`src/rtl/wiegand26_tx.sv`:
```
// ---------------------------------------------------------------------------
// wiegand26_tx
//
// Wiegand-26 transmitter. Serialises one 26-bit frame, MSB first, onto the
// two-wire D0/D1 interface. Each bit is a low pulse of PULSE_CYC cycles on the
// line that encodes it (wd1 for a 1, wd0 for a 0), followed by GAP_CYC cycles
// with both lines high.
//
// Optional feature macro: WIEGAND26_PARITY_GEN_EN
//   defined   : the frame is {EP, data[24:1], OP}, with parity computed at
//               acceptance; data[25] and data[0] are ignored.
//   undefined : data[25:0] is sent verbatim, so the host supplies parity.
//
// Parameters
//   PULSE_CYC : low-pulse width per bit in CLK cycles (1..65535)
//   GAP_CYC   : high time after each pulse in CLK cycles (1..65535)
//
// Ports
//   CLK       : clock, rising edge
//   nHRESET   : asynchronous active-low reset
//   en        : transmitter enable; low aborts a frame and blocks new ones
//   start     : level-sampled request, accepted only in IDLE with en=1
//   data[25:0]: frame payload, data[25] sent first
//   wd0       : Wiegand D0 line, idle high, pulses low for a 0 bit
//   wd1       : Wiegand D1 line, idle high, pulses low for a 1 bit
//   busy      : high from start acceptance until frame end or abort
//   done      : one-cycle pulse when a frame completes normally
// ---------------------------------------------------------------------------
module wiegand26_tx #(
  parameter int unsigned PULSE_CYC = 100,
  parameter int unsigned GAP_CYC   = 1900
) (
  input  logic        CLK,
  input  logic        nHRESET,
  input  logic        en,
  input  logic        start,
  input  logic [25:0] data,
  output logic        wd0,
  output logic        wd1,
  output logic        busy,
  output logic        done
);

  typedef enum logic [1:0] {
    ST_IDLE  = 2'd0,
    ST_PULSE = 2'd1,
    ST_GAP   = 2'd2,
    ST_FIN   = 2'd3
  } state_t;

  // The interval counter counts down to zero, so an interval of N cycles
  // reloads with N-1.
  localparam logic [15:0] PULSE_LD = 16'(PULSE_CYC - 32'd1);
  localparam logic [15:0] GAP_LD   = 16'(GAP_CYC - 32'd1);

  // Even parity: XOR of the covered bits.
  function automatic logic even_par12(input logic [11:0] v);
    return ^v;
  endfunction

  // Odd parity: inverted XOR of the covered bits.
  function automatic logic odd_par12(input logic [11:0] v);
    return ~(^v);
  endfunction

  state_t      state_r;
  logic [25:0] shift_r;
  logic [4:0]  bit_cnt_r;
  logic [15:0] cnt_r;
  logic [25:0] frame_s;

  // Frame image latched into the shift register on acceptance.
  always_comb begin
    frame_s = 26'd0;
`ifdef WIEGAND26_PARITY_GEN_EN
    frame_s = {even_par12(data[24:13]), data[24:1], odd_par12(data[12:1])};
`else
    frame_s = data;
`endif
  end

  // Transmit FSM with registered line, busy and done outputs.
  always_ff @(posedge CLK or negedge nHRESET) begin
    if (!nHRESET) begin
      state_r   <= ST_IDLE;
      shift_r   <= 26'd0;
      bit_cnt_r <= 5'd0;
      cnt_r     <= 16'd0;
      wd0       <= 1'b1;
      wd1       <= 1'b1;
      busy      <= 1'b0;
      done      <= 1'b0;
    end else if (!en) begin
      // Abort: release both lines and drop busy without signalling done.
      state_r <= ST_IDLE;
      wd0     <= 1'b1;
      wd1     <= 1'b1;
      busy    <= 1'b0;
      done    <= 1'b0;
    end else begin
      case (state_r)
        ST_IDLE: begin
          done <= 1'b0;
          if (start) begin
            shift_r   <= frame_s;
            bit_cnt_r <= 5'd25;
            cnt_r     <= PULSE_LD;
            state_r   <= ST_PULSE;
            busy      <= 1'b1;
            // Exactly one line goes low, chosen by the first bit.
            wd0       <= frame_s[25];
            wd1       <= ~frame_s[25];
          end else begin
            busy <= 1'b0;
            wd0  <= 1'b1;
            wd1  <= 1'b1;
          end
        end

        ST_PULSE: begin
          if (cnt_r == 16'd0) begin
            state_r <= ST_GAP;
            cnt_r   <= GAP_LD;
            wd0     <= 1'b1;
            wd1     <= 1'b1;
          end else begin
            cnt_r <= cnt_r - 16'd1;
          end
        end

        ST_GAP: begin
          if (cnt_r == 16'd0) begin
            if (bit_cnt_r == 5'd0) begin
              state_r <= ST_FIN;
              done    <= 1'b1;
              busy    <= 1'b0;
            end else begin
              // shift_r[24] becomes the new MSB after this shift.
              shift_r   <= {shift_r[24:0], 1'b0};
              bit_cnt_r <= bit_cnt_r - 5'd1;
              cnt_r     <= PULSE_LD;
              state_r   <= ST_PULSE;
              wd0       <= shift_r[24];
              wd1       <= ~shift_r[24];
            end
          end else begin
            cnt_r <= cnt_r - 16'd1;
          end
        end

        ST_FIN: begin
          done    <= 1'b0;
          state_r <= ST_IDLE;
        end

        default: begin
          state_r <= ST_IDLE;
          wd0     <= 1'b1;
          wd1     <= 1'b1;
          busy    <= 1'b0;
          done    <= 1'b0;
        end
      endcase
    end
  end

endmodule

```
`config.mk`:
```
export PLATFORM = sky130hd
export DESIGN_NAME = wiegand26_tx
export DESIGN_NICKNAME = d
export VERILOG_FILES = /design/src/rtl/wiegand26_tx.sv
export SDC_FILE = /design/constraint.sdc
export NUM_CORES = 1
export LEC_CHECK = 0
export CORE_MARGIN = 1.5
export CORE_UTILIZATION = 60
export DETAILED_ROUTE_END_ITERATION = 7
export GPL_ROUTABILITY_DRIVEN = 0
export PLACE_DENSITY = 0.85
export SYNTH_ARGS = -nofsm -noshare
export SYNTH_HDL_FRONTEND = slang
export SYNTH_SLANG_ARGS = --single-unit
```
`constraint.sdc`:
```
create_clock -name CLK -period 4.5 [get_ports CLK]
set_input_delay 0.9 -clock CLK [delete_from_list [all_inputs] [get_ports CLK]]
set_output_delay 0.9 -clock CLK [all_outputs]
set_load 0.01 [all_outputs]
```
==> results by group <==
Logic synthesis
  – Synthesis Warnings: 0
  – Dominant combinational cell family by area after synthesis: compound AO/OA/AOI/OAI gates
  – Portion of netlist area occupied by mux cells: 0.00716
  – Ranking of synthesized cells by area: dfrtp_1, o221ai_1, a22oi_1
  – Post-Syn Nets: 354
  – Library cells used by synthesis: 50
  – Synthesized-area fraction occupied by and/or/nand/nor cells: 0.218
  – Register bit count reported by yosys: between 50 and 60
  – Compound-gate portion of the synthesized area: 0.259
  – Post-synthesis async set-or-reset flop share: 1.00
  – Leading cell type by number of instances after synthesis: dfrtp_1
  – Yosys top cell by area: dfrtp_1
  – Sequential area share after synthesis: 0.439
  – Adder-cell share of the synthesized area: 0.0337
  – Post-Synth XOR/XNOR Area: 0.00295
  – Top cells by count, synth: dfrtp_1, nand2_1, a22oi_1
  – Netlist area before placement: around 0.003 mm2
  – Number of enable-type register cells in the synthesized netlist: 0
  – Synth Area per Inst: around 9.4 um2
  – Area fraction of the dominant cell type after synthesis: 0.421
  – Post-synth top flop: dfrtp_1
  – Post-Syn Instances: about 320

STA
  – Unrepaired setup endpoints after global routing: false
  – Minimum clock period: approximately 3 ns
  – Total negative slack: 0 ns
  – Fin crit share: 0.652
  – Highest Clock Rate: 0.341 GHz
  – Final hold violation count: 0
  – Number of max-slew violations in the final report: 0
  – Layout Skew: 0.0124 ns
  – Setup violators final: 0
  – Tightest Pin Transition: approximately 0.85 ns
  – Worst slack on hold paths: 0.535 ns
  – Relative slew slack: 0.431

CTS
  – Sinks on the clock net: 52
  – Num CTS Buffers: 5
  – TritonCTS clock tree: done
  – Clock Path Buffers: 2
  – Deepest level of the CTS H-tree: 2
  – Post-CTS setup buffers: 0
  – Insertion delay to the later sink of the worst-skew pair: 0.31 ns
  – Post-CTS Hold Fix Bufs: 0
  – Clock root buffer master: clkbuf_8
  – CTS-repair resized insts: 0
  – Clock slew seen by the registers of the worst setup and hold paths: about 0.11 ns

Final layout
  – Number of diodes: 0
  – Area of the multi-input gates: approximately 0.0015 mm2
  – Area of all placed cells without fillers: between 0.003 and 0.004 mm2
  – Storage element area: 0.00130 mm2
  – Non-filler cells in the finished layout: between 400 and 500
  – Net count of the finished layout: 379
  – Share of post-route cells with drive strength above 1: 0.0702
  – Relative area change from synthesis to final layout: 15.0%
  – Filler cells: 379

Detailed routing
  – Post-detailed-route wirelength per cell: 16.7 um
  – Detailed Route Iter0 Violations: 283
  – Number of vias per cell after detailed routing: 6.57
  – Metal3 WL: 410 um
  – Routed metal-1 wirelength: approximately 3100 um
  – Uppermost signal routing layer after detailed routing: met4
  – Router iterations before antenna repair: 5
  – Detailed-routed wire length on met2: about 3200 um
  – DRT Wirelength: 6840 um
  – Drc violations: 0
  – Via count: 2,688
  – Post-DRT Antenna Nets: 0

Global route
  – Leftover overflow at the end of global routing: 0
  – Vias in the first global route: 2,505
  – Largest net degree at the start of global routing: 53
  – First-pass GRT wire length: ~12,000 um
  – Overall fraction of global-route tracks in use: 0.271
  – Antenna violations before repair: 0

Hold path
  – Class of the tightest hold or removal check: reg -> reg

Outcome
  – Result of the run: completed

Die
  – Die X-Extent: 73.4 um
  – Core area: 0.00475 mm2
  – Die Area: 0.00538 mm2
  – Chip height: 73.4 um
  – Cell Rows: 25
  – Effective utilization at floorplan: 0.625
  – Number of primary I/O pins: 34

Pwr
  – Static power due to leakage: 1.33 nW
  – Power Density: 500 mW/mm2
  – IR Drop Worst-Case VDD: 0.306 mV

Placed design
  – Placed instance area: 0.00333 mm2
  – Half-perimeter wire length of the detailed placement result: 4460 um
  – Placed cell count: 401
  – Number of port buffers: 33

Setup path
  – Family of cells with the greatest summed delay on the critical path: simple AND/OR/NAND/NOR gates
  – Crit path largest cell delay: 0.58 ns
  – Nature of the critical path startpoint: register
  – Arrival time of data at the critical path endpoint: 3.14 ns
  – Worst-path cell with the longest stage delay: nand2_1
  – Number of buffer and inverter stages on the critical path: 2
  – Data required, critical path: 4.71 ns
  – Cell mode on critical path: nand2_1
  – CP Class: reg -> reg
  – Worst Path Max Fanout: 42
  – CP Capture Type: register
  – Cell Chain, Critical Path: inv_1 -> ha_1 -> buf_4 -> mux2_2 -> nand2_1 -> nor2_1 -> nand2_1 -> o311ai_1

Job
  – Number of maximum-capacitance constraint violations: 0
[kinds of logic (layout without fill, tap and decap cells)]
| group | count (synthesis) | in the layout |
|---|---|---|
| AND/OR/NAND/NOR | 121 | 121 |
| AO/OA/AOI/OAI | 104 | 104 |
| flip-flops | 52 | 52 |
| buffers and inverters | 28 | 54 |
| adder cells (fa/ha/maj) | 8 | 8 |
| multiplexers | 2 | 2 |
| XOR/XNOR | 1 | 1 |
[stage by stage]
| step | power [mW] | util | setup slack, ns |
|---|---|---|---|
| floorplan | 1.23 | - | 2.49 |
| global placement | 1.40 | 0.700 | 1.36 |
| detailed placement | 1.43 | 0.700 | 1.26 |
| CTS | 1.70 | 0.719 | 1.59 |
| global route | 1.83 | 0.719 | 1.26 |
| finish | 1.71 | 0.719 | 1.57 |
[worst reg2reg max path: stages (launching register included)]
cell and delay (ns):
dfrtp_1 0.46, inv_1 0.13, ha_1 0.16, buf_4 0.37, mux2_2 0.26, nand2_1 0.08
nor2_1 0.36, nand2_1 0.58, o311ai_1 0.43
[report_power, final]
part	leakage (nW)	total [mW]	switching, mW	internal [mW]
registers	0.642	0.741	0.113	0.628
logic	0.647	0.686	0.379	0.308
clock network	0.0445	0.281	0.170	0.111
total	1.33	1.71	0.663	1.05
[layer usage]
layer | up-vias | track usage
met2 | 102 | 0.429
li1 | 1269 | -
met5 | - | 0
met4 | 0 | 0.0514
met1 | 1308 | 0.398
met3 | 9 | 0.0439
[placed cells by master (no fill, tap or decap), types with 3 or more instances in the layout]
cell type,synthesis,routed
nor3_1,10,10
nand2b_1,3,3
dfrtp_1,50,50
a21oi_1,8,8
a21o_1,8,8
nand3b_1,4,4
and2_1,3,3
buf_4,2,5
nand2_1,39,39
or3_1,6,6
o21ai_0,16,16
clkbuf_8,0,5
nor2_1,16,16
a311oi_1,4,4
nor4_1,8,8
ha_1,8,8
inv_1,8,8
nor4b_1,4,4
nor3b_1,3,3
o221ai_1,24,24
a31oi_1,4,4
nand3_1,12,12
clkdlybuf4s50_1,0,32
a22oi_1,25,25
[final timing paths]
kind / slack, ns / endpoint / start / cells after the start
worst min-delay path: 0.54 / shift_r[0]$_DFFE_PN0P_ / shift_r[0]$_DFFE_PN0P_ / 2
worst max register to register: 1.57 / bit_cnt_r[1]$_DFFE_PN0P_ / state_r[0]$_DFFE_PN0P_ / 8
worst min register to register: 0.54 / shift_r[0]$_DFFE_PN0P_ / shift_r[0]$_DFFE_PN0P_ / 2
worst max-delay path: 1.57 / bit_cnt_r[1]$_DFFE_PN0P_ / state_r[0]$_DFFE_PN0P_ / 8
max in group asynchronous: 3.37 / shift_r[7]$_DFFE_PN0P_ / nHRESET / 2
min in group asynchronous: 0.68 / cnt_r[14]$_DFFE_PN0P_ / nHRESET / 2
[flip-flops by register name, summed over array words and instances (netlist names)]
signal	cells
shift_r	25
cnt_r	16
bit_cnt_r	5
state_r	2
busy	1
done	1
wd0	1
wd1	1
[cell type report]
cell class	count	share of cell area
Multi-Input combinational cell	236	0.453
Sequential cell	52	0.381
Timing Repair Buffer	38	0.106
Tap cell	67	0.0245
Clock buffer	5	0.0201
Inverter	8	0.00878
Clock inverter	3	0.00622
(Power assumes the default switching activity.)
